## config.mk

```make
export PLATFORM = sky130hd
export DESIGN_NAME = ext_cap_chain_walker_flat
export DESIGN_NICKNAME = d
export VERILOG_FILES = /design/src/rtl/ext_cap_chain_walker_if.sv /design/src/rtl/ext_cap_chain_walker.sv /design/src/flat_wrapper.sv
export SDC_FILE = /design/constraint.sdc
export NUM_CORES = 1
export LEC_CHECK = 0
export ABC_CLOCK_PERIOD_IN_PS = 2100
export CAP_MARGIN = 20
export CORE_AREA = 2 2 87 89
export DETAILED_ROUTE_END_ITERATION = 10
export DIE_AREA = 0 0 89 91
export GPL_TIMING_DRIVEN = 0
export PLACE_DENSITY_LB_ADDON = 0.3
export SYNTH_ARGS = -nofsm -noshare
export SYNTH_HDL_FRONTEND = slang
export SYNTH_SLANG_ARGS = --single-unit
```

## constraint.sdc

```tcl
create_clock -name clk -period 2.1 [get_ports clk]
set_input_delay 0.525 -clock clk [delete_from_list [all_inputs] [get_ports clk]]
set_output_delay 0.525 -clock clk [all_outputs]
set_load 0.01 [all_outputs]
```

## src/rtl/ext_cap_chain_walker_if.sv

```systemverilog
// Bundles the walker's control, result and config-read signals.
// The walker uses the master modport; the requester/config-space side uses slave.
interface ext_cap_chain_walker_if;
  logic        start;
  logic [15:0] target_cap_id;
  logic        cfg_rd_req;
  logic [11:0] cfg_rd_addr;
  logic        cfg_rd_ack;
  logic [31:0] cfg_rd_data;
  logic        busy;
  logic        done;
  logic        found;
  logic [11:0] found_offset;
  logic [3:0]  found_ver;
  logic [1:0]  err_code;

  modport master (
    input  start, target_cap_id, cfg_rd_ack, cfg_rd_data,
    output cfg_rd_req, cfg_rd_addr, busy, done, found, found_offset, found_ver, err_code
  );

  modport slave (
    output start, target_cap_id, cfg_rd_ack, cfg_rd_data,
    input  cfg_rd_req, cfg_rd_addr, busy, done, found, found_offset, found_ver, err_code
  );
endinterface

```

## src/rtl/ext_cap_chain_walker.sv

```systemverilog
// Walks the PCIe extended capability list starting at START_OFFSET, issuing one
// config dword read per header and following Next Capability Offset until the
// target ID is found, the list ends, or an error (bad pointer, hop limit, timeout)
// terminates the walk. Results hold until the next accepted start.
module ext_cap_chain_walker #(
  parameter logic [11:0] START_OFFSET   = 12'h100,
  parameter int          MAX_HOPS       = 48,
  parameter int          TIMEOUT_CYCLES = 256
) (
  input  logic                  clk,
  input  logic                  rst_n,
  ext_cap_chain_walker_if.master bus
);

  localparam int HOP_W = (MAX_HOPS > 1) ? $clog2(MAX_HOPS) : 1;
  localparam int TMO_W = (TIMEOUT_CYCLES > 1) ? $clog2(TIMEOUT_CYCLES) : 1;

  localparam logic [1:0] ERR_NONE    = 2'd0;
  localparam logic [1:0] ERR_BAD_PTR = 2'd1;
  localparam logic [1:0] ERR_LOOP    = 2'd2;
  localparam logic [1:0] ERR_TIMEOUT = 2'd3;

  typedef enum logic [1:0] {IDLE, RD, FIN} state_t;

  state_t             state;
  logic [15:0]        target;
  logic [HOP_W-1:0]   hops;
  logic [TMO_W-1:0]   tmo;

  // Header decode for the dword currently on cfg_rd_data
  logic [11:0] nxt;
  logic        end_walk;
  logic        step;
  logic        hit;
  logic [1:0]  end_err;

  // Evaluate the termination rules in priority order for this cycle's ack/timeout
  always_comb begin
    nxt      = bus.cfg_rd_data[31:20] & 12'hFFC;  // bits 21:20 are reserved
    end_walk = 1'b0;
    step     = 1'b0;
    hit      = 1'b0;
    end_err  = ERR_NONE;
    if (bus.cfg_rd_ack) begin
      if (bus.cfg_rd_data == 32'hFFFF_FFFF) begin
        end_walk = 1'b1;
        end_err  = ERR_BAD_PTR;
      end else if ((bus.cfg_rd_addr == START_OFFSET) && (bus.cfg_rd_data == 32'h0)) begin
        end_walk = 1'b1;                            // no extended capabilities at all
      end else if (bus.cfg_rd_data[15:0] == target) begin
        end_walk = 1'b1;
        hit      = 1'b1;
      end else if (nxt == 12'h000) begin
        end_walk = 1'b1;                            // end of list, target absent
      end else if (nxt < 12'h100) begin
        end_walk = 1'b1;
        end_err  = ERR_BAD_PTR;                     // pointer back into legacy space
      end else if (hops == HOP_W'(MAX_HOPS - 1)) begin
        end_walk = 1'b1;
        end_err  = ERR_LOOP;
      end else begin
        step = 1'b1;
      end
    end else if (tmo == TMO_W'(TIMEOUT_CYCLES - 1)) begin
      end_walk = 1'b1;
      end_err  = ERR_TIMEOUT;
    end
  end

  // Walk FSM with registered request and result outputs
  always_ff @(posedge clk or negedge rst_n) begin
    if (!rst_n) begin
      state            <= IDLE;
      target           <= '0;
      hops             <= '0;
      tmo              <= '0;
      bus.cfg_rd_req   <= 1'b0;
      bus.cfg_rd_addr  <= '0;
      bus.busy         <= 1'b0;
      bus.done         <= 1'b0;
      bus.found        <= 1'b0;
      bus.found_offset <= '0;
      bus.found_ver    <= '0;
      bus.err_code     <= ERR_NONE;
    end else begin
      case (state)
        IDLE: begin
          bus.done <= 1'b0;
          if (bus.start) begin
            target           <= bus.target_cap_id;
            hops             <= '0;
            tmo              <= '0;
            bus.found        <= 1'b0;
            bus.found_offset <= '0;
            bus.found_ver    <= '0;
            bus.err_code     <= ERR_NONE;
            bus.cfg_rd_addr  <= START_OFFSET;
            bus.cfg_rd_req   <= 1'b1;
            bus.busy         <= 1'b1;
            state            <= RD;
          end
        end
        RD: begin
          if (step) begin
            // Follow the pointer; request stays high with the new address
            hops            <= hops + 1'b1;
            tmo             <= '0;
            bus.cfg_rd_addr <= nxt;
          end else if (end_walk) begin
            bus.cfg_rd_req <= 1'b0;
            bus.busy       <= 1'b0;
            bus.done       <= 1'b1;
            bus.err_code   <= end_err;
            if (hit) begin
              bus.found        <= 1'b1;
              bus.found_offset <= bus.cfg_rd_addr;
              bus.found_ver    <= bus.cfg_rd_data[19:16];
            end
            state <= FIN;
          end else begin
            tmo <= tmo + 1'b1;
          end
        end
        FIN: begin
          // done was a single-cycle pulse; start arriving here is dropped
          bus.done <= 1'b0;
          state    <= IDLE;
        end
        default: begin
          state <= IDLE;
        end
      endcase
    end
  end

endmodule
```

## src/flat_wrapper.sv

```systemverilog
// flat-port wrapper written by rule: the top's interface ports become plain ports
module ext_cap_chain_walker_flat 
#(
  parameter logic [11:0] START_OFFSET   = 12'h100,
  parameter int          MAX_HOPS       = 48,
  parameter int          TIMEOUT_CYCLES = 256
)
  (clk, rst_n, bus_start, bus_target_cap_id, bus_cfg_rd_ack, bus_cfg_rd_data, bus_cfg_rd_req, bus_cfg_rd_addr, bus_busy, bus_done, bus_found, bus_found_offset, bus_found_ver, bus_err_code);
  ext_cap_chain_walker_if bus_i ();
  input  logic clk;
  input  logic rst_n;
  input wire logic [$bits(bus_i.start)-1:0] bus_start;
  input wire logic [$bits(bus_i.target_cap_id)-1:0] bus_target_cap_id;
  input wire logic [$bits(bus_i.cfg_rd_ack)-1:0] bus_cfg_rd_ack;
  input wire logic [$bits(bus_i.cfg_rd_data)-1:0] bus_cfg_rd_data;
  output wire logic [$bits(bus_i.cfg_rd_req)-1:0] bus_cfg_rd_req;
  output wire logic [$bits(bus_i.cfg_rd_addr)-1:0] bus_cfg_rd_addr;
  output wire logic [$bits(bus_i.busy)-1:0] bus_busy;
  output wire logic [$bits(bus_i.done)-1:0] bus_done;
  output wire logic [$bits(bus_i.found)-1:0] bus_found;
  output wire logic [$bits(bus_i.found_offset)-1:0] bus_found_offset;
  output wire logic [$bits(bus_i.found_ver)-1:0] bus_found_ver;
  output wire logic [$bits(bus_i.err_code)-1:0] bus_err_code;
  assign bus_i.start = bus_start;
  assign bus_i.target_cap_id = bus_target_cap_id;
  assign bus_i.cfg_rd_ack = bus_cfg_rd_ack;
  assign bus_i.cfg_rd_data = bus_cfg_rd_data;
  assign bus_cfg_rd_req = bus_i.cfg_rd_req;
  assign bus_cfg_rd_addr = bus_i.cfg_rd_addr;
  assign bus_busy = bus_i.busy;
  assign bus_done = bus_i.done;
  assign bus_found = bus_i.found;
  assign bus_found_offset = bus_i.found_offset;
  assign bus_found_ver = bus_i.found_ver;
  assign bus_err_code = bus_i.err_code;
  ext_cap_chain_walker #(.START_OFFSET(START_OFFSET), .MAX_HOPS(MAX_HOPS), .TIMEOUT_CYCLES(TIMEOUT_CYCLES)) u_core (.clk(clk), .rst_n(rst_n), .bus(bus_i));
endmodule
```

# Word level (Yosys, flattened, before mapping)
# Index checks and enable logic that the tools add are counted.
[classes]
add_sub_neg = 2
n_lt_le_gt_ge = 1
eq_ne = 13
mux = 67
n_reduce_logical = 14
[op_table]
columns = ["op", "count"]
rows = [
  ["$mux W12", 6],
  ["$pmux W12 S2", 2],
  ["$eq A32 B32 Y1 const B", 1],
  ["$logic_not A32 Y1", 1],
  ["$mux W1", 28],
  ["$mux W2", 14],
  ["$mux W8", 3],
  ["$eq A16 B16 Y1", 1],
  ["$mux W4", 4],
  ["$pmux W8 S2", 1],
  ["$eq A12 B9 Y1 const B", 1],
  ["$logic_not A12 Y1", 1],
  ["$lt A12 B9 Y1 const B", 1],
  ["$mux W6", 2],
  ["$pmux W6 S2", 1],
  ["$reduce_and A3 Y1", 4],
  ["$add A8 B1 Y8 const B", 1],
  ["$eq A8 B8 Y1 const B", 1],
  ["$pmux W2 S2", 2],
  ["$pmux W4 S2", 1],
  ["$add A6 B1 Y6 const B", 1],
  ["$eq A6 B6 Y1 const B", 1],
  ["$ne A2 B1 Y1 const B", 3],
  ["$pmux W1 S2", 3],
  ["other kinds (11)", 13],
]
[word_totals]
regBits = 65
inputBits = 52
out_inout_bits = 34
wordCells = 108

# Depth between registers and ports, before layout
# Gate-level depths: netlist (run 1).
[logic_depth]
word_depth = 11
mapped_depth = 8
ltp_nobuf = 7

# Worst setup path after synthesis (run 1)
# OpenSTA, ideal clock, no wires.
[synth_timing]
kind = "in2reg"
startpoint = "in bus_cfg_rd_data[2]"
endpoint = "reg u_core.bus.found_offset[10]"
setup_time_ns = 0.121
t_arrival_ns = 2.149
t_required_ns = 1.979
path_slack_ns = -0.170
path_stages = 7
n_path_buf = 1
path_cell_list = "xor2_1 -> nor4_4 -> nand4_4 -> or3b_4 -> a21bo_4 -> buf_6 -> a22o_1"
[synth_between]
elab_chain_len = 7
word_cells_on_any_way = 20
cone_classes = "5 x eq/ne; 12 x mux; 3 x reduce/logical"
[synth_rtl]
columns = ["item", "line_no", "rtl"]
rows = [
  ["start, declared", "flat_wrapper.sv:15", "input wire logic [$bits(bus_i.cfg_rd_data)-1:0] bus_cfg_rd_data;"],
  ["$eq A16 B16 Y1 or $logic_not A32 Y1 (tied branches)", "ext_cap_chain_walker.sv:50, ext_cap_chain_walker.sv:48", ""],
  ["$mux W1 or $logic_and A1 B1 Y1 (tied branches)", "ext_cap_chain_walker.sv:50, ext_cap_chain_walker.sv:48", ""],
  ["$mux W1", "ext_cap_chain_walker.sv:48", "end else if ((bus.cfg_rd_addr == START_OFFSET) && (bus.cfg_rd_data == 32'h0)) begin"],
  ["$mux W1", "ext_cap_chain_walker.sv:45", "if (bus.cfg_rd_data == 32'hFFFF_FFFF) begin"],
  ["$mux W1", "ext_cap_chain_walker.sv:44", "if (bus.cfg_rd_ack) begin"],
  ["$ne A2 B1 Y1 (no line) or $ne A2 B2 Y1 (tied branches)", "n/a", ""],
  ["$reduce_and A5 Y1 (no line) (*)", "n/a", ""],
  ["end signal, assigned", "ext_cap_chain_walker.sv:116", "bus.found_offset <= bus.cfg_rd_addr;"],
  ["end, declared", "ext_cap_chain_walker_if.sv:19", "output cfg_rd_req, cfg_rd_addr, busy, done, found, found_offset, found_ver, err_code"],
]
# Every way passes the cells marked *; elsewhere a longest branch is shown, timed or not.
# A chain may end at the register's enable or synchronous reset.

# Final worst setup path (run 1)
[layout_timing]
startpoint = "in bus_cfg_rd_data[3]"
endpoint = "reg u_core.bus.found_offset[10]"
# The elaborated chain is that of the path after synthesis.

==> results.ini, run 1 <==
[floorplanning]
die_w_um = 89
fp.dieH_um = 91
pin_count = 86
initial_core_util = 0.4192
fp.coreArea_um2 = 7137
fp.dieArea_um2 = 8099
rows = 31

[placement]
gp_congestion = 0.7905
place_ws_ns = -0.9970
port_buffers = 81
dp_hpwl_um = 5760

[clocking]
htreeDepth = 3
insertion_delay_ns = 0.34
cts_tree = yes
clk_pin_slew_ns = 0.06
cts-buffers-inserted = 9
cts_buffer_depth = 2
cts_root_buf = clkbuf_8
cts_hold_buf = 0
cts.sinks = 61

[sta]
fmax_ghz = 0.4585
worst_pin_slew_ns = 0.5922
finalCriticalPeriod_ns = 2.181
clock-skew-final_ns = 0.006143
min_period_over_period = 1.039
worst_slack_ns = -0.08114
drv_slew = 0
setup_violations = 15
finalHoldViolations = 0
max_slew_margin = 0.6052
rsz0062_at_grt = yes

[synthesis]
synthFlopType = dfrtp_1
synth-edff-count = 0
ys_types = 42
yosysWarnings = 0
synth_seq_cells = 61
synth_area_um2 = 2992
synthCells = 303
syn_area_per_cell_um2 = 9.873
synth_seq_area_share = 0.5102
async_flop_share = 1.000

[power_and_ir_drop]
vdd_drop_max_uv = 539.7
cellPowerDensity_nw_per_um2 = 1017
leakage_uw = 0.002050

[detailed_routing]
routed.top_layer = met4
viasPerCell = 5.172
antenna_left = 0
wl_met2_um = 3961
drt-met1-wl_um = 3609
vias = 2669
wire_per_inst_um = 15.76
wl_met3_um = 392
drc_errors = 0
drt_iter0_markers = 184
postRouteWirelength_um = 8131
dr.pass1.iters = 4

[grt]
grt_pass1_wl_um = 13050
antenna_found_initial = 0
grt_max_degree = 38
grt_pass1_vias = 2621
grt_usage = 0.2110
grt-ovfl-total = 0

[setup_path]
path_class = input port to flop
start_kind = input port
cp_max_fo = 6
end_kind = flop
critPathRequiredTime_ns = 2.33
cp.arrival_ns = 2.41
rrSetupSlack_ns = -0.08

[finish]
register_area_um2 = 1531
diodes = 0
areaGrowthSynthToFinish_pct = 48.22
nets = 467
utilization = 0.6213
num-fill-cells = 596
drive_above_1_share = 0.2014
multi_input_comb_area_um2 = 1607

[worst_hold_path]
hold_path_class = input port to async pin

[run]
max-cap-violations = 0

[outcome]
violations = setup timing
status = complete, but fails checks

-- cell families (layout without fill, tap and decap cells) --
| family | Yosys count | in the layout | synth area share |
|---|---|---|---|
| compound gates | 45 | 45 | 0.1079 |
| other cells | 1 | 4 | 0.001254 |
| simple gates | 155 | 155 | 0.2735 |
| flops | 61 | 61 | 0.5102 |
| xor+xnor | 23 | 23 | 0.06734 |
| buf+inv | 15 | 126 | 0.02802 |
| fa+ha+maj | 2 | 2 | 0.008363 |
| mux | 1 | 1 | 0.003346 |
-- final timing paths --
check                      cells after the start                                 endpoint                     startpoint
max in group asynchronous                      2            u_core.target[11]$_DFFE_PN0P_                          rst_n
max reg2reg                                    7  u_core.bus.found_offset[10]$_DFFE_PN0P_  u_core.target[14]$_DFFE_PN0P_
min in group clk                               1              u_core.bus.done$_DFFE_PN0P_    u_core.bus.done$_DFFE_PN0P_
min                                            1   u_core.bus.found_offset[4]$_DFFE_PN0P_                          rst_n
min reg2reg                                    1              u_core.bus.done$_DFFE_PN0P_    u_core.bus.done$_DFFE_PN0P_
max                                            8  u_core.bus.found_offset[10]$_DFFE_PN0P_             bus_cfg_rd_data[3]
-- critical path: stages --
cell	delay, ns
clkdlybuf4s15_1	0.24
xor2_1	0.20
nor4_4	0.31
nand4_4	0.14
or3b_4	0.41
a21bo_4	0.26
buf_6	0.14
a22o_1	0.17
-- through the flow --
step / area, µm² / setup TNS (ns) / total power, µW / hold WS [ns] / instances
6_report: 4434 / -0.9962 / 4507 / 0.1859 / 516
3_5_place_dp: 4018 / -35.02 / 3468 / 0.4722 / 487
2_1_floorplan: 3068 / -1.240 / 2775 / 0.2294 / 306
4_1_cts: 4347 / -1.435 / 4459 / 0.1954 / 513
3_3_place_gp: 4003 / -121.67 / 3416 / 0.4595 / 486
5_1_grt: 4434 / -2.245 / 4800 / 0.2263 / 516
-- sequential cells by signal, indices dropped and copies added (netlist names) --
register / cells
u_core.bus.cfg_rd_addr: 10
u_core.bus.found_ver: 4
u_core.tmo: 8
u_core.bus.found: 1
u_core.bus.err_code: 2
u_core.bus.cfg_rd_req: 1
u_core.bus.done: 1
u_core.hops: 6
u_core.state: 2
u_core.target: 16
u_core.bus.found_offset: 10
-- report_power, final --
| part | total [µW] | leakage (µW) | internal (µW) | switching [µW] |
|---|---|---|---|---|
| logic | 1770 | 0.00117 | 860 | 912 |
| registers | 1850 | 0.000799 | 1510 | 338 |
| clock network | 886 | 0.0000833 | 451 | 435 |
-- timing repair --
item                       4_1_cts  5_1_grt
hold endpoints to repair         0        0
gates resized for setup         76       25
gates cloned                     1        0
buffers inserted                10        3
pin swaps                       21       10
setup endpoints to repair       44       41
-- cells in the final DEF (no fill, tap or decap), drive strengths merged, types with 2 or more instances in the layout --
| master | count |
|---|---|
| nor2b | 2 |
| nor3b | 2 |
| xnor2 | 2 |
| a211oi | 2 |
| clkdlybuf4s50 | 47 |
| nand3 | 9 |
| a21oi | 5 |
| clkdlybuf4s15 | 5 |
| a21boi | 2 |
| and3 | 3 |
| buf | 28 |
| nand2 | 85 |
| nor2 | 13 |
| a22o | 14 |
| or4 | 2 |
| dfrtp | 61 |
| ha | 2 |
| xor2 | 21 |
| nand2b | 2 |
| clkbuf | 19 |
| nor4 | 16 |
| a21o | 5 |
| o21ai | 12 |
| nor3 | 2 |
| dlymetal6s2s | 3 |
| conb | 4 |
| dlygate4sd2 | 21 |
| nand4 | 14 |
| a31oi | 3 |
| and2 | 2 |
| clkinv | 2 |
-- cell usage after synthesis, drive strengths merged, types with 2 or more instances --
library cell	instances	share of area
dfrtp	61	0.51
nor2b	2	0.0067
xor2	21	0.061
xnor2	2	0.0059
nor3b	2	0.0050
nor2	13	0.016
nor3	2	0.0033
o21ai	12	0.020
a21o	5	0.013
nand3	9	0.015
nor4	16	0.058
clkbuf	7	0.0088
a31oi	3	0.0063
a211oi	2	0.0067
nand2	85	0.11
or4	2	0.0050
ha	2	0.0084
and2	2	0.0042
nand2b	2	0.0042
a22o	14	0.041
buf	7	0.018
a21boi	2	0.0050
a21oi	5	0.0084
and3	3	0.0063
nand4	14	0.034
-- layer usage --
| metal | global-route usage | up-vias |
|---|---|---|
| li1 | - | 1274 |
| met1 | 0.2802 | 1302 |
| met2 | 0.3346 | 76 |
| met3 | 0.03364 | 17 |
| met4 | 0.09826 | 0 |
| met5 | 0 | - |
-- area by class of cell --
| cell class | instances | area share |
|---|---|---|
| sequential | 61 | 0.3454 |
| timing repair buffer | 96 | 0.2054 |
| tap | 99 | 0.02793 |
| clock buffer | 13 | 0.03358 |
| buffer | 14 | 0.02229 |
| multi-input combinational | 230 | 0.3623 |
| inverter | 1 | 0.0008465 |
| clock inverter | 2 | 0.002257 |
Note: power is estimated with default switching activity, not from simulation.
==> inputs of run 2 (changes only) <==
--- a/config.mk
+++ b/config.mk
@@ -7,9 +7,9 @@
 export LEC_CHECK = 0
 export ABC_CLOCK_PERIOD_IN_PS = 2100
 export CAP_MARGIN = 20
-export CORE_AREA = 2 2 87 89
+export CORE_AREA = 10 10 95 97
 export DETAILED_ROUTE_END_ITERATION = 10
-export DIE_AREA = 0 0 89 91
+export DIE_AREA = 0 0 105 107
 export GPL_TIMING_DRIVEN = 0
 export PLACE_DENSITY_LB_ADDON = 0.3
 export SYNTH_ARGS = -nofsm -noshare
==> run 2 against run 1 <==
Compared with the run above: the run still ends with setup timing left; die area increased by 39%; sequential share of layout area decreased by 0.51 points; final cell count increased by 0.39%; clock power increased by 9.8%; non-clock buffer count increased by 3; design area increased by 1.4%; first-iteration DRC count decreased by 29%; clock skew increased by 0.0079 ns; sequential power about the same; maximum frequency decreased by 1.8%; critical path depth decreased by 1.
==> results.ini, run 2 (synthesis results as in run 1) <==
[clocking]
insertion_delay_ns = 0.34
cts_tree = yes
cts_hold_buf = 0
htreeDepth = 3
cts-buffers-inserted = 9
clk_pin_slew_ns = 0.07
cts_root_buf = clkbuf_8
cts_buffer_depth = 2
cts.sinks = 61

[placement]
placed_cells = 487
placed_cell_area_um2 = 4018
port_buffers = 81
gp_congestion = 0.8658
dp_hpwl_um = 6552

[grt]
grt_pass1_vias = 2794
grt-ovfl-total = 0
grt_max_degree = 38
grt_usage = 0.1589
antenna_found_initial = 0
grt_pass1_wl_um = 14350

[finish]
largest_register_ffs = 16
utilization = 0.6301
num-fill-cells = 598
reg_top3 = u_core.target: 16 flops, u_core.bus.cfg_rd_addr: 10 flops, u_core.bus.found_offset: 10 flops
areaGrowthSynthToFinish_pct = 50.31
final_cell_mix = nand2_1, dfrtp_1, clkdlybuf4s50_1
final_common_cell = nand2_1
nets = 470
layout.cells.non_filler = 518
largest_register = u_core.target
diodes = 0
drive_above_1_share = 0.2196
fin_area_um2 = 4497

[power_and_ir_drop]
cellPowerDensity_nw_per_um2 = 1038
seq_power_share = 0.400
power_frac_comb = 0.392
clkPwrFrac = 0.208
switching_power_uw = 1738
swShare = 0.3722
leakage_uw = 0.002077
vdd_drop_max_uv = 607.6
internal_power_uw = 2931

[outcome]
status = complete, but fails checks
violations = setup timing

[setup_path]
end_kind = flop
path_class = flop to flop
critPathRequiredTime_ns = 2.32
cp.arrival_ns = 2.44
cp_max_fo = 6
start_kind = flop

[floorplanning]
die_w_um = 105
pin_count = 86
rows = 31
fp.dieArea_um2 = 11240
initial_core_util = 0.4192
fp.coreArea_um2 = 7137
fp.dieH_um = 107

[sta]
fmax_ghz = 0.4504
finalHoldViolations = 0
clock-skew-final_ns = 0.01399
worst_slack_ns = -0.1203
rsz0062_at_grt = yes
drv_slew = 0
min_period_over_period = 1.057
setup_violations = 12
worst_pin_slew_ns = 0.5756
max_slew_margin = 0.6163
finalCriticalPeriod_ns = 2.220

[detailed_routing]
antenna_left = 0
drc_errors = 0
dr.pass1.iters = 4
viasPerCell = 5.222
wire_per_inst_um = 17.65
vias = 2705
drt_iter0_markers = 131
postRouteWirelength_um = 9142

[run]
max-cap-violations = 0

[worst_hold_path]
hold_path_class = input port to async pin

[run 2: cell count changes in the layout (fill, tap and decap cells not counted), sizes merged]
cell	delta
clkinv	-1
clkbuf	+1
clkdlybuf4s15	+1
buf	+3
clkdlybuf4s50	+1
dlymetal6s2s	-1
dlygate4sd2	-2
[run 2: metrics by stage]
stage,hold slack [ns],worst slack (ns),total power [µW],TNS [ns]
floorplan,0.2294,-0.1246,2775,-1.240
finish,0.1785,-0.1203,4669,-1.275
global placement,0.4591,-1.412,3431,-120.35
global route,0.2086,-0.2192,4962,-3.018
detailed placement,0.4666,-1.011,3493,-36.49
CTS,0.1921,-0.1263,4550,-1.393
[run 2: area by class of cell]
type | instances | area (µm²) | area share
Buffer | 14 | 98.84 | 0.02198
Clock buffer | 13 | 178.9 | 0.03979
Clock inverter | 1 | 5.005 | 0.001113
Inverter | 1 | 3.754 | 0.0008347
Multi-Input combinational cell | 230 | 1632 | 0.3628
Sequential cell | 61 | 1530 | 0.3403
Tap cell | 99 | 123.9 | 0.02755
Timing Repair Buffer | 99 | 924.6 | 0.2056
[run 2: what timing repair did]
item | CTS | global route
endpoints found under the hold margin | 0 | 0
setup endpoints to repair | 45 | 37
pin swaps | 24 | 16
setup buffers | 10 | 5
gates resized for setup | 75 | 30
cloned | 1 | 1
[run 2: path summary, 6_finish.rpt]
path	depth (start not counted)	slack (ns)	startpoint	end
max	7	-0.12	u_core.target[10]$_DFFE_PN0P_	u_core.bus.found_offset[7]$_DFFE_PN0P_
min	1	0.18	rst_n	u_core.bus.cfg_rd_addr[7]$_DFFE_PN0P_
max reg2reg	7	-0.12	u_core.target[10]$_DFFE_PN0P_	u_core.bus.found_offset[7]$_DFFE_PN0P_
min reg2reg	1	0.48	u_core.bus.found$_DFFE_PN0P_	u_core.bus.found$_DFFE_PN0P_
max in group asynchronous	2	1.30	rst_n	u_core.target[9]$_DFFE_PN0P_
min in group clk	1	0.48	u_core.bus.found$_DFFE_PN0P_	u_core.bus.found$_DFFE_PN0P_
[run 2: worst max-delay path: stages, from the launching register on]
cell     delay [ns]
dfrtp_2        0.44
xor2_4         0.17
nor4_4         0.33
nand4_4        0.15
or3b_4         0.43
a21bo_4        0.27
buf_6          0.14
a22o_1         0.17
[run 2: power by group through the flow]
stage	clock network [µW]	logic, µW	registers, µW
after floorplan	0	940	1830
after global routing	1020	2030	1900
after detailed placement	0	1640	1850
after global placement	0	1600	1830
after CTS	982	1720	1850
final	973	1830	1870
[run 2: layer usage]
layer / routed length, µm / track usage / part of all wire / up-vias
met2: 4561 / 0.2737 / 0.50 / 89
met1: 3914 / 0.1860 / 0.43 / 1310
met4: 250 / 0.07353 / 0.027 / 0
li1: - / - / - / 1281
met3: 415 / 0.03413 / 0.045 / 25
met5: 0 / 0 / 0 / -
==> inputs of run 3 (changes only) <==
--- a/config.mk
+++ b/config.mk
@@ -8,6 +8,7 @@
 export ABC_CLOCK_PERIOD_IN_PS = 2100
 export CAP_MARGIN = 20
 export CORE_AREA = 10 10 95 97
+export CTS_CLUSTER_DIAMETER = 80
 export DETAILED_ROUTE_END_ITERATION = 10
 export DIE_AREA = 0 0 105 107
 export GPL_TIMING_DRIVEN = 0
==> results of run 3 <==
Same layout as run 2: the final DEF is identical, and so are final timing and power.
